===== config.mk =====
export PLATFORM = sky130hd
export DESIGN_NAME = cal_sweep_sequencer
export DESIGN_NICKNAME = d
export VERILOG_FILES = /design/src/rtl/cal_sweep_sequencer.sv
export SDC_FILE = /design/constraint.sdc
export NUM_CORES = 1
export LEC_CHECK = 0
export ABC_AREA = 1
export BUFFER_PORTS_ARGS = -buffer_cell sky130_fd_sc_hd__buf_2
export CAP_MARGIN = 30
export CORE_AREA = 2 2 155 157
export CTS_CLUSTER_DIAMETER = 60
export CTS_CLUSTER_SIZE = 40
export DETAILED_ROUTE_END_ITERATION = 7
export DIE_AREA = 0 0 157 159
export PLACE_DENSITY = 0.68
export SYNTH_ARGS = -nofsm -noshare
export SYNTH_HDL_FRONTEND = slang
export SYNTH_SLANG_ARGS = --single-unit

===== constraint.sdc =====
create_clock -name clk_12mhz -period 6 [get_ports clk_12mhz]
set_clock_uncertainty 0.05 [all_clocks]
set_input_delay 0.6 -clock clk_12mhz [delete_from_list [all_inputs] [get_ports clk_12mhz]]
set_output_delay 0.6 -clock clk_12mhz [all_outputs]
set_load 0.02 [all_outputs]

===== src/rtl/cal_sweep_sequencer.sv =====
// Calibration sweep: drives a ladder of DAC setpoints, discards settling samples,
// then averages four ADC channels over 2^AVG_LOG2 sample edges per step.
module cal_sweep_sequencer #(
    parameter int W              = 16,
    parameter int STEP_START     = -8000,
    parameter int STEP_SIZE      = 4000,
    parameter int N_STEPS        = 5,
    parameter int SETTLE_SAMPLES = 4,
    parameter int AVG_LOG2       = 2
) (
    input  logic                clk_12mhz,
    input  logic                rst,
    input  logic                sample_clk,
    input  logic signed [W-1:0] sample_adc0,
    input  logic signed [W-1:0] sample_adc1,
    input  logic signed [W-1:0] sample_adc2,
    input  logic signed [W-1:0] sample_adc3,
    input  logic                start,
    input  logic                abort,
    output logic signed [W-1:0] force_dac_output,
    output logic                busy,
    output logic                done,
    output logic                res_valid,
    output logic [7:0]          res_step,
    output logic signed [W-1:0] res_dac,
    output logic signed [W-1:0] res_avg0,
    output logic signed [W-1:0] res_avg1,
    output logic signed [W-1:0] res_avg2,
    output logic signed [W-1:0] res_avg3
);
    localparam int                AW          = W + AVG_LOG2;
    localparam logic [15:0]       SETTLE_LAST = 16'(SETTLE_SAMPLES - 1);
    localparam logic [15:0]       AVG_LAST    = 16'((1 << AVG_LOG2) - 1);
    localparam logic [7:0]        STEP_LAST   = 8'(N_STEPS - 1);
    localparam logic signed [W-1:0] START_V   = W'(STEP_START);
    localparam logic signed [W-1:0] SIZE_V    = W'(STEP_SIZE);

    typedef enum logic [2:0] {
        S_IDLE,
        S_SETTLE,
        S_ACCUM,
        S_EMIT,
        S_DONE
    } state_t;

    state_t                r_state;
    state_t                w_state_nxt;
    logic                  r_sclk_q;
    logic                  w_edge;
    logic [7:0]            r_step;
    logic signed [W-1:0]   r_setpoint;
    logic signed [W-1:0]   w_drive;
    logic [15:0]           r_cnt;
    logic signed [W-1:0]   w_adc     [4];
    logic signed [AW-1:0]  r_acc     [4];
    logic signed [AW-1:0]  w_acc_nxt [4];
    logic [7:0]            r_res_step;
    logic signed [W-1:0]   r_res_dac;
    logic signed [W-1:0]   r_res_avg [4];

    assign w_edge   = sample_clk & ~r_sclk_q;
    // Zero would mean passthrough to the pmod, so step it to 1 on the wire only.
    assign w_drive  = (r_setpoint == '0) ? W'(1) : r_setpoint;
    assign w_adc[0] = sample_adc0;
    assign w_adc[1] = sample_adc1;
    assign w_adc[2] = sample_adc2;
    assign w_adc[3] = sample_adc3;

    always_comb begin
        for (int i = 0; i < 4; i++) begin
            w_acc_nxt[i] = r_acc[i] + AW'(w_adc[i]);
        end
    end

    always_ff @(posedge clk_12mhz) begin
        if (rst) begin
            r_state <= S_IDLE;
        end else begin
            r_state <= w_state_nxt;
        end
    end

    always_comb begin
        w_state_nxt      = r_state;
        busy             = 1'b0;
        done             = 1'b0;
        res_valid        = 1'b0;
        force_dac_output = '0;
        case (r_state)
            S_IDLE: begin
                if (start && !abort) w_state_nxt = S_SETTLE;
            end
            S_SETTLE: begin
                busy             = 1'b1;
                force_dac_output = w_drive;
                if (abort)                                w_state_nxt = S_IDLE;
                else if (w_edge && r_cnt == SETTLE_LAST)  w_state_nxt = S_ACCUM;
            end
            S_ACCUM: begin
                busy             = 1'b1;
                force_dac_output = w_drive;
                if (abort)                                w_state_nxt = S_IDLE;
                else if (w_edge && r_cnt == AVG_LAST)     w_state_nxt = S_EMIT;
            end
            S_EMIT: begin
                busy             = 1'b1;
                force_dac_output = w_drive;
                res_valid        = !abort;
                if (abort)                                w_state_nxt = S_IDLE;
                else if (r_step == STEP_LAST)             w_state_nxt = S_DONE;
                else                                      w_state_nxt = S_SETTLE;
            end
            S_DONE: begin
                done        = !abort;
                w_state_nxt = S_IDLE;
            end
            default: w_state_nxt = S_IDLE;
        endcase
    end

    always_ff @(posedge clk_12mhz) begin
        if (rst) begin
            r_sclk_q   <= 1'b0;
            r_step     <= '0;
            r_setpoint <= '0;
            r_cnt      <= '0;
            r_res_step <= '0;
            r_res_dac  <= '0;
            for (int i = 0; i < 4; i++) begin
                r_acc[i]     <= '0;
                r_res_avg[i] <= '0;
            end
        end else begin
            r_sclk_q <= sample_clk;
            case (r_state)
                S_IDLE: begin
                    if (w_state_nxt == S_SETTLE) begin
                        r_step     <= '0;
                        r_setpoint <= START_V;
                        r_cnt      <= '0;
                        for (int i = 0; i < 4; i++) r_acc[i] <= '0;
                    end
                end
                S_SETTLE: begin
                    if (w_edge) r_cnt <= (r_cnt == SETTLE_LAST) ? '0 : r_cnt + 16'd1;
                end
                S_ACCUM: begin
                    if (w_edge) begin
                        r_cnt <= r_cnt + 16'd1;
                        for (int i = 0; i < 4; i++) r_acc[i] <= w_acc_nxt[i];
                    end
                    // Capture the result on the final edge so it is stable throughout EMIT.
                    if (w_state_nxt == S_EMIT) begin
                        r_res_step <= r_step;
                        r_res_dac  <= w_drive;
                        for (int i = 0; i < 4; i++) r_res_avg[i] <= W'(w_acc_nxt[i] >>> AVG_LOG2);
                    end
                end
                S_EMIT: begin
                    if (w_state_nxt == S_SETTLE) begin
                        r_step     <= r_step + 8'd1;
                        r_setpoint <= r_setpoint + SIZE_V;
                        r_cnt      <= '0;
                        for (int i = 0; i < 4; i++) r_acc[i] <= '0;
                    end
                end
                default: ;
            endcase
        end
    end

    assign res_step = r_res_step;
    assign res_dac  = r_res_dac;
    assign res_avg0 = r_res_avg[0];
    assign res_avg1 = r_res_avg[1];
    assign res_avg2 = r_res_avg[2];
    assign res_avg3 = r_res_avg[3];

endmodule


==> out/metrics.cfg, run 1 <==
[clock_network]
cts_htree_levels = 4
cts_buffers = 17
cts-root-buf = clkbuf_16
cts.path.max_buffers = 2
post_cts_buffers = 0
cts_tree = done
cts_hold_buffers = 0
insertion_delay_ns = 0.44
cts_resized = 0
clk_pin_slew_worst_paths_ns = 0.08
clock_sinks = 196

[global_routing]
antenna_found_initial = 0
grt_overflow = 0
grt.total_usage_pct = 22.9
grt_pass1_wl_um = 46800
grt_max_degree = 69
grt_pass1_vias = 9902

[critical_path]
crit_fanout = 26
critPathCaptureType = flip-flop
critPathArrivalTime_ns = 3.27
crit_type = flip-flop to flip-flop
startpoint_type = flip-flop
ff2ff_setup_slack_ns = 3.01
r2r-start = r_step[0]$_SDFFE_PP0P_
critical_path_required_ns = 6.28
crit_start = r_step[0]$_SDFFE_PP0P_

[routing]
ant_nets = 0
drt-total-wl_um = 28400
wire_per_inst_um = 14.2
dr.first_iter.drc_count = 721
vias = 10400
first_pass_iters = 5
viasPerCell = 5.21
post-route-drc-count = 0

[power]
max-vdd-ir-drop_uv = 150
switchingPower_uw = 768
power_frac_comb_pct = 11.5
powerDensity_mw_per_mm2 = 220
pwr-share-clk_pct = 39.6
internal_power_mw = 2.15
p_sw_share_pct = 26.3
p_leak_nw = 6.01
p_seq_share_pct = 48.9

[sta]
hold_ws_ns = 0.329
setup_violations = 0
rsz0062_at_grt = no
worst_pin_slew_ns = 0.989
fin_ws_ns = 3.01
hold_viol_final = 0
fmax_ghz = 0.334
post-route-min-period_ns = 2.99
slew_violations = 0
slew_headroom_pct = 34.1
finalCritPeriodShare_pct = 49.9
setup_total_negative_slack_ns = 0

[placed_design]
dp_hpwl_um = 21100
gp_congestion = 0.927
dp_slack_ns = 2.56
dpl_cell_area_mm2 = 0.0126
io_buffers = 171

[cells_and_area]
fin_area_mm2 = 0.0132
nFillCells = 2244
area.growth.synth_to_final_pct = 14.6
antenna_cells = 0
seq_area_mm2 = 0.00474
final_common_cell = nand2_1
drive_above_1_share_pct = 13.8
nets = 1813
fin_util_pct = 57.1
final_cell_mix = nand2_1, nor2_1, buf_2, a21oi_1, nand3_1
multiInputGateArea_mm2 = 0.00611

[run]
max_cap_viol_count = 0

[yosys]
synth_warnings = 0
synth_area_mm2 = 0.0115
ys_seq_area_share_pct = 41.1
netlist_instances = 1513
async_flop_share_pct = 0
ys_types = 48
avgSynthCellArea_um2 = 7.63
synth_edf_count = 82
synth_seq_cells = 196
synthFlopType = dfxtp_1

[hold_path]
hold_start = sample_clk
hp-class = input port to flip-flop

[status]
status = finished, final reports clean

[floorplan]
die_area_mm2 = 0.0250
fp.dieH_um = 159
start_util_pct = 49.8
dieWidth_um = 157
core_area_mm2 = 0.0232
rows = 56
ios = 176

-- per-layer routing --
metal	GRT usage [%]	share of wire (%)	up-vias	routed length (um)
li1	-	-	5361	-
met1	30.5	47	4762	13200
met2	38.9	47	270	13300
met3	3.35	5.0	31	1430
met4	6.01	1.4	0	405
met5	0	0	-	0
-- power by group through the flow --
stage	clock network, mW	registers [mW]	logic (mW)
after floorplan	0	1.48	0.217
after global placement	0	1.46	0.333
after detailed placement	0	1.46	0.335
after CTS	1.18	1.43	0.337
after global routing	1.22	1.43	0.377
final	1.16	1.43	0.335
-- Yosys cell counts (2+ instances only) --
library cell | count | area [um^2]
nand2_1 | 355 | 1330
nor2_1 | 212 | 796
a21oi_1 | 142 | 711
nand3_1 | 122 | 611
inv_1 | 118 | 443
dfxtp_1 | 114 | 2280
o21ai_0 | 91 | 455
edfxtp_1 | 82 | 2460
ha_1 | 72 | 901
xnor2_1 | 28 | 245
xor2_1 | 26 | 228
clkbuf_1 | 20 | 75.1
nand4_1 | 16 | 100
nand3b_1 | 15 | 113
buf_2 | 10 | 50.1
buf_4 | 9 | 67.6
nor3_1 | 9 | 45.0
nor4_1 | 6 | 37.5
o21bai_1 | 6 | 45.0
and2_1 | 5 | 31.3
buf_6 | 5 | 56.3
or2_2 | 5 | 31.3
fa_1 | 4 | 80.1
a22o_1 | 3 | 26.3
inv_2 | 3 | 11.3
nor2_4 | 3 | 33.8
nor3_4 | 3 | 48.8
a211oi_1 | 2 | 15.0
a21boi_0 | 2 | 15.0
a2bb2oi_1 | 2 | 17.5
a31o_2 | 2 | 17.5
clkinv_1 | 2 | 7.51
nand2_2 | 2 | 12.5
nand2_4 | 2 | 22.5
o21ai_1 | 2 | 10.0
-- registers in the layout, summed over array words and instances, names as in the netlist --
register    flops
r_res_avg      64
r_cnt          16
r_acc          72
res_dac        13
r_state         3
r_setpoint     11
r_sclk_q        1
res_step        8
r_step          8
-- logic make-up after synthesis --
kind of cell / after synthesis / share of synthesized area (%)
xor+xnor: 54 / 4.10
fa+ha+maj: 76 / 8.50
flops: 196 / 41.1
compound gates: 261 / 12.0
other cells: 1 / 0.0325
simple gates: 758 / 28.1
buf+inv: 167 / 6.16
-- path summary, 6_finish.rpt --
kind                              endpoint  cells past startpoint
setup / recovery  r_acc[0][1]$_SDFFE_PP0P_                      9
hold / removal         r_sclk_q$_SDFF_PP0_                      3
setup reg to reg  r_acc[0][1]$_SDFFE_PP0P_                      9
hold reg to reg    res_dac[4]$_SDFFE_PP0P_                      2
-- critical path, stage by stage (launching register included) --
cell and delay, ns:
dfxtp_1 0.40, inv_1 0.08, ha_1 0.19, nand3b_1 0.08, nor2_1 0.09, nor3_4 0.51, inv_1 0.27, nand2_2 0.53
inv_2 0.38, a22o_1 0.27
-- final cells by class --
type | instances | share of cell area (%)
repair buffers | 177 | 6.96
well taps | 319 | 3.02
inverters | 123 | 3.49
clock buffers | 23 | 3.93
multi-input cells | 1153 | 46.2
clock inverters | 9 | 0.605
flip-flops and latches | 196 | 35.8
-- stage by stage --
stage,power [mW],std cells
after floorplan,1.69,1516
after global placement,1.79,1967
after detailed placement,1.79,1968
after CTS,2.95,2000
after global routing,3.03,2000
final,2.92,2000
(Power assumes the default switching activity.)
==> inputs of run 2 (changes only) <==
==> constraint.sdc (replaced) <==
create_clock -name clk_12mhz -period 2.8 [get_ports clk_12mhz]
set_clock_uncertainty 0.05 [all_clocks]
set_input_delay 0.28 -clock clk_12mhz [delete_from_list [all_inputs] [get_ports clk_12mhz]]
set_output_delay 0.28 -clock clk_12mhz [all_outputs]
set_load 0.02 [all_outputs]
==> out/metrics.cfg, run 2 (synthesized netlist as in run 1, its figures left out) <==
[cells_and_area]
drive_above_1_share_pct = 14.4  ; +0.61 points
fin_util_pct = 57.4  ; +0.36 points
final_cell_mix = nand2_1, nor2_1, buf_2, a21oi_1, nand3_1
top_register = r_acc
nets = 1825  ; +0.66%
reg_top3 = r_acc x72, r_res_avg x64, r_cnt x16
finalNonFillerCells = 2014  ; +0.70%
area.growth.synth_to_final_pct = 15.4
largest_reg_flops = 72  ; unchanged
final_common_cell = nand2_1

[sta]
fin_ws_ns = 0.384  ; -2.62 ns
slew_violations = 0  ; unchanged
hold_viol_final = 0  ; unchanged
setup_total_negative_slack_ns = 0  ; unchanged
post-route-min-period_ns = 2.42  ; -0.577 ns
worst_pin_slew_ns = 0.608  ; -0.381 ns
fmax_ghz = 0.414  ; +24%
finalCritPeriodShare_pct = 86.3  ; +36 points
slew_headroom_pct = 59.2  ; +25 points
rsz0062_at_grt = no
setup_violations = 0  ; unchanged

[routing]
wire_per_inst_um = 14.6  ; +3.0%
viasPerCell = 5.21  ; about the same
dr.first_iter.drc_count = 535  ; -26%
vias = 10500  ; +0.76%
first_pass_iters = 5  ; unchanged
post-route-drc-count = 0  ; unchanged
ant_nets = 0  ; unchanged
drt-total-wl_um = 29500  ; +3.7%

[critical_path]
critPathCaptureType = flip-flop
crit_fanout = 3  ; -88%
startpoint_type = flip-flop
crit_type = flip-flop to flip-flop
critPathArrivalTime_ns = 2.55  ; -0.72 ns
critical_path_required_ns = 2.93  ; -3.35 ns

[floorplan]
core_area_mm2 = 0.0232  ; unchanged
start_util_pct = 49.8  ; unchanged
die_area_mm2 = 0.0250  ; unchanged
rows = 56  ; unchanged
ios = 176  ; unchanged
fp.dieH_um = 159  ; unchanged
dieWidth_um = 157  ; unchanged

[clock_network]
cts_buffers = 17  ; unchanged
clock_sinks = 196  ; unchanged
cts_htree_levels = 4  ; unchanged
cts_tree = done
clk_pin_slew_worst_paths_ns = 0.08  ; about the same
cts-root-buf = clkbuf_16
cts.path.max_buffers = 2  ; unchanged
cts_resized = 0  ; unchanged
insertion_delay_ns = 0.44  ; about the same

[status]
status = finished, final reports clean

[placed_design]
placedCellCount = 1979  ; +0.56%
io_buffers = 171  ; unchanged
dp_hpwl_um = 21600  ; +2.3%
gp_congestion = 0.920  ; -0.68%
dp_slack_ns = 0.409  ; -2.15 ns

[global_routing]
antenna_found_initial = 2  ; +2
grt_pass1_wl_um = 48000  ; +2.5%
grt.total_usage_pct = 23.6  ; +0.71 points
grt_overflow = 0  ; unchanged
grt_pass1_vias = 10000  ; +1.5%
grt_max_degree = 66  ; -4.3%

[power]
max-vdd-ir-drop_uv = 305  ; +100%
powerDensity_mw_per_mm2 = 470  ; +110%
p_leak_nw = 6.06  ; +0.92%

[hold_path]
hp-class = input port to flip-flop

[run]
max_cap_viol_count = 0  ; unchanged

-- run 2: cell types whose count changed in the layout (fill, tap and decap cells not counted) --
| cell | delta |
|---|---|
| buf_4 | +10 |
| clkbuf_8 | -3 |
| buf_12 | +2 |
| diode_2 | +2 |
| inv_8 | +2 |
| buf_16 | -1 |
| clkbuf_1 | -1 |
| clkbuf_16 | -1 |
| clkinv_2 | +1 |
| clkinv_8 | +1 |
| dlygate4sd3_1 | +1 |
| inv_4 | +1 |
-- run 2: path summary, 6_finish.rpt --
check / startpoint / end / slack [ns] / depth (start not counted)
hold / removal: sample_adc0[0] / r_acc[0][0]$_SDFFE_PP0P_ / 0.13 / 3
setup reg to reg: r_acc[3][0]$_SDFFCE_PP0P_ / r_acc[3][14]$_SDFFCE_PP0P_ / 0.38 / 11
hold reg to reg: r_acc[0][10]$_SDFFE_PP0P_ / r_acc[0][10]$_SDFFE_PP0P_ / 0.41 / 2
setup / recovery: r_acc[3][0]$_SDFFCE_PP0P_ / r_acc[3][14]$_SDFFCE_PP0P_ / 0.38 / 11
-- run 2: power by group --
part,switching (mW),internal [mW]
Sequential,0.0278,3.03
Combinational,0.493,0.246
Clock,1.23,1.23
-- run 2: repair_timing --
action                                 4_1_cts  5_1_grt
setup buffers                                0        0
hold buffers                                 1        0
endpoints found under the hold margin        1        0
-- run 2: cell type report --
class	count	area, um^2
multi-input combinational	1153	6110
tap	319	399
antenna	2	5.00
sequential	196	4740
inverter	123	462
fill	2200	9870
timing repair buffer	189	1020
clock buffer	18	450
clock inverter	14	130
-- run 2: through the flow --
step	cell area [um^2]	total power, mW	hold WS, ns
2_1_floorplan	11600	3.63	0.355
3_3_place_gp	12700	3.85	0.392
3_5_place_dp	12700	3.86	0.398
4_1_cts	13300	6.31	0.119
5_1_grt	13300	6.50	0.144
6_report	13300	6.26	0.127
-- run 2: per-layer routing --
layer	vias to the layer above	GRT usage [%]	wire (um)
li1	5388	-	-
met4	0	8.59	656
met3	44	2.99	1420
met5	-	0	0
met2	277	39.1	13800
met1	4794	31.6	13700
-- run 2: critical path: stages (launching register included) --
cell and delay [ns]:
edfxtp_1 0.33, ha_1 0.20, inv_1 0.09, fa_1 0.40, o21ai_0 0.18, buf_4 0.16
inv_1 0.05, o21ai_0 0.26, nand2_1 0.10, nand2_1 0.08, xor2_1 0.19, nor2_1 0.07
==> inputs of run 3 (changes only) <==
--- a/config.mk
+++ b/config.mk
@@ -14,6 +14,7 @@
 export DETAILED_ROUTE_END_ITERATION = 7
 export DIE_AREA = 0 0 157 159
 export PLACE_DENSITY = 0.68
+export REMOVE_ABC_BUFFERS = 1
 export SYNTH_ARGS = -nofsm -noshare
 export SYNTH_HDL_FRONTEND = slang
 export SYNTH_SLANG_ARGS = --single-unit
==> out/metrics.cfg, run 3 (synthesized netlist as in run 1, its figures left out) <==
[clock_network]
cts-root-buf = clkbuf_16
cts_resized = 0  ; unchanged
insertion_delay_ns = 0.43  ; about the same
clk_pin_slew_worst_paths_ns = 0.07  ; about the same
post_cts_buffers = 0  ; unchanged
cts.path.max_buffers = 2  ; unchanged
cts_tree = done
cts_buffers = 17  ; unchanged
cts_htree_levels = 4  ; unchanged
clock_sinks = 196  ; unchanged
cts_hold_buffers = 0  ; -1

[routing]
post-route-drc-count = 0  ; unchanged
wire_per_inst_um = 14.4  ; -1.9%
vias = 10500  ; +0.17%
viasPerCell = 5.22  ; about the same
first_pass_iters = 5  ; unchanged
drt-total-wl_um = 28900  ; -1.8%
dr.first_iter.drc_count = 686  ; +28%
ant_nets = 0  ; unchanged

[placed_design]
gp_congestion = 0.899  ; -2.3%
io_buffers = 171  ; unchanged
dp_hpwl_um = 21500  ; -0.12%
dp_slack_ns = 0.347  ; -0.0626 ns

[critical_path]
critPathArrivalTime_ns = 2.57  ; +0.02 ns
critical_path_required_ns = 2.92  ; about the same
ff2ff_setup_slack_ns = 0.35  ; -0.03 ns
crit_fanout = 3  ; unchanged
crit_start = r_acc[3][0]$_SDFFCE_PP0P_
r2r-start = r_acc[3][0]$_SDFFCE_PP0P_
reg2reg_to = r_acc[3][14]$_SDFFCE_PP0P_
critPathCaptureType = flip-flop
crit_type = flip-flop to flip-flop
crit_path_end = r_acc[3][14]$_SDFFCE_PP0P_
startpoint_type = flip-flop
reg2reg_depth = 10  ; -1

[power]
internal_power_mw = 4.53  ; +0.55%
p_seq_share_pct = 49.1  ; +0.3 points
max-vdd-ir-drop_uv = 416  ; +36%
pwr-share-clk_pct = 38.9  ; -0.5 points
powerDensity_mw_per_mm2 = 466  ; -0.82%
switchingPower_mw = 1.68  ; -3.9%
p_leak_nw = 6.06  ; -0.11%
p_sw_share_pct = 27.1  ; -0.90 points
power_frac_comb_pct = 12.0  ; +0.2 points

[cells_and_area]
multiInputGateArea_mm2 = 0.00611  ; unchanged
reg_top3 = r_acc x72, r_res_avg x64, r_cnt x16
nets = 1827  ; +0.11%
final_cell_mix = nand2_1, nor2_1, buf_2, a21oi_1, nand3_1
top_register = r_acc
largest_reg_flops = 72  ; unchanged
nFillCells = 2179  ; -0.95%
seq_area_mm2 = 0.00474  ; unchanged
area.growth.synth_to_final_pct = 15.5
final_common_cell = nand2_1
drive_above_1_share_pct = 14.4  ; -0.017 points

[global_routing]
grt_pass1_vias = 10200  ; +1.1%
grt_max_degree = 45  ; -32%
grt_pass1_wl_um = 48300  ; +0.82%
grt_overflow = 0  ; unchanged
grt.total_usage_pct = 23.6  ; +0.036 points
antenna_found_initial = 2  ; unchanged

[run]
max_cap_viol_count = 0  ; unchanged

[sta]
worst_pin_slew_ns = 0.697  ; +0.0893 ns
fmax_ghz = 0.409  ; -1.3%
rsz0062_at_grt = no
slew_headroom_pct = 53.5  ; -5.6 points
setup_violations = 0  ; unchanged
finalCritPeriodShare_pct = 87.4  ; +1.1 points
setup_total_negative_slack_ns = 0  ; unchanged
fin_ws_ns = 0.352  ; -0.0322 ns
post-route-min-period_ns = 2.45  ; +0.0322 ns
slew_violations = 0  ; unchanged
hold_viol_final = 0  ; unchanged

[floorplan]
core_area_mm2 = 0.0232  ; unchanged
fp.dieH_um = 159  ; unchanged
ios = 176  ; unchanged
die_area_mm2 = 0.0250  ; unchanged
start_util_pct = 49.8  ; unchanged
rows = 56  ; unchanged
dieWidth_um = 157  ; unchanged

[hold_path]
hp-class = input port to flip-flop

[status]
status = finished, final reports clean

-- run 3: layer usage --
metal	GRT usage (%)	vias up	wire length [um]
li1	-	5405	-
met1	31.8	4800	13300
met2	39.4	281	13600
met3	3.08	35	1500
met4	7.84	0	572
met5	0	-	0
-- run 3: power by group through the flow --
stage | clock [mW] | combinational (mW) | sequential (mW)
2_1_floorplan | 0 | 0.440 | 3.16
3_3_place_gp | 0 | 0.733 | 3.12
3_5_place_dp | 0 | 0.739 | 3.12
4_1_cts | 2.47 | 0.744 | 3.05
5_1_grt | 2.57 | 0.832 | 3.06
6_report | 2.42 | 0.744 | 3.05
-- run 3: final cells by class --
| class | count | area share [%] |
|---|---|---|
| repair buffers | 191 | 7.83 |
| clock inverters | 14 | 1.07 |
| clock buffers | 18 | 3.22 |
| well taps | 319 | 2.99 |
| multi-input cells | 1153 | 45.8 |
| flip-flops and latches | 196 | 35.6 |
| diodes | 2 | 0.0375 |
| inverters | 123 | 3.46 |
-- run 3: worst max-delay path: stages, from the launching register on --
cell and delay [ns]:
edfxtp_1 0.33, ha_1 0.18, inv_1 0.08, fa_1 0.41, o21ai_0 0.29, inv_1 0.09
o21ai_0 0.31, nand2_1 0.10, nand2_1 0.09, xor2_1 0.21, nor2_1 0.06
-- run 3: how the worst min path moves through the flow --
stage	endpoint	cells after the start	start	slack, ns
after floorplan	r_cnt[0]$_SDFFE_PP0P_	1	rst	0.30
after global placement	r_acc[1][4]$_SDFFE_PP0P_	2	r_acc[1][4]$_SDFFE_PP0P_	0.39
after detailed placement	res_dac[4]$_SDFFE_PP0P_	2	res_dac[4]$_SDFFE_PP0P_	0.40
after CTS	r_sclk_q$_SDFF_PP0_	3	sample_clk	0.02
after global routing	r_sclk_q$_SDFF_PP0_	3	sample_clk	0.05
final	r_sclk_q$_SDFF_PP0_	3	sample_clk	0.03
-- run 3: per-stage QoR --
stage	area (um^2)	instances	util (%)	hold WS, ns	total power, mW
2_1_floorplan	11300	1472	-	0.299	3.60
3_3_place_gp	12800	1982	55.0	0.395	3.85
3_5_place_dp	12800	1982	55.0	0.401	3.86
4_1_cts	13300	2014	57.5	0.0180	6.26
5_1_grt	13300	2015	57.5	0.0522	6.46
6_report	13300	2016	57.5	0.0284	6.22
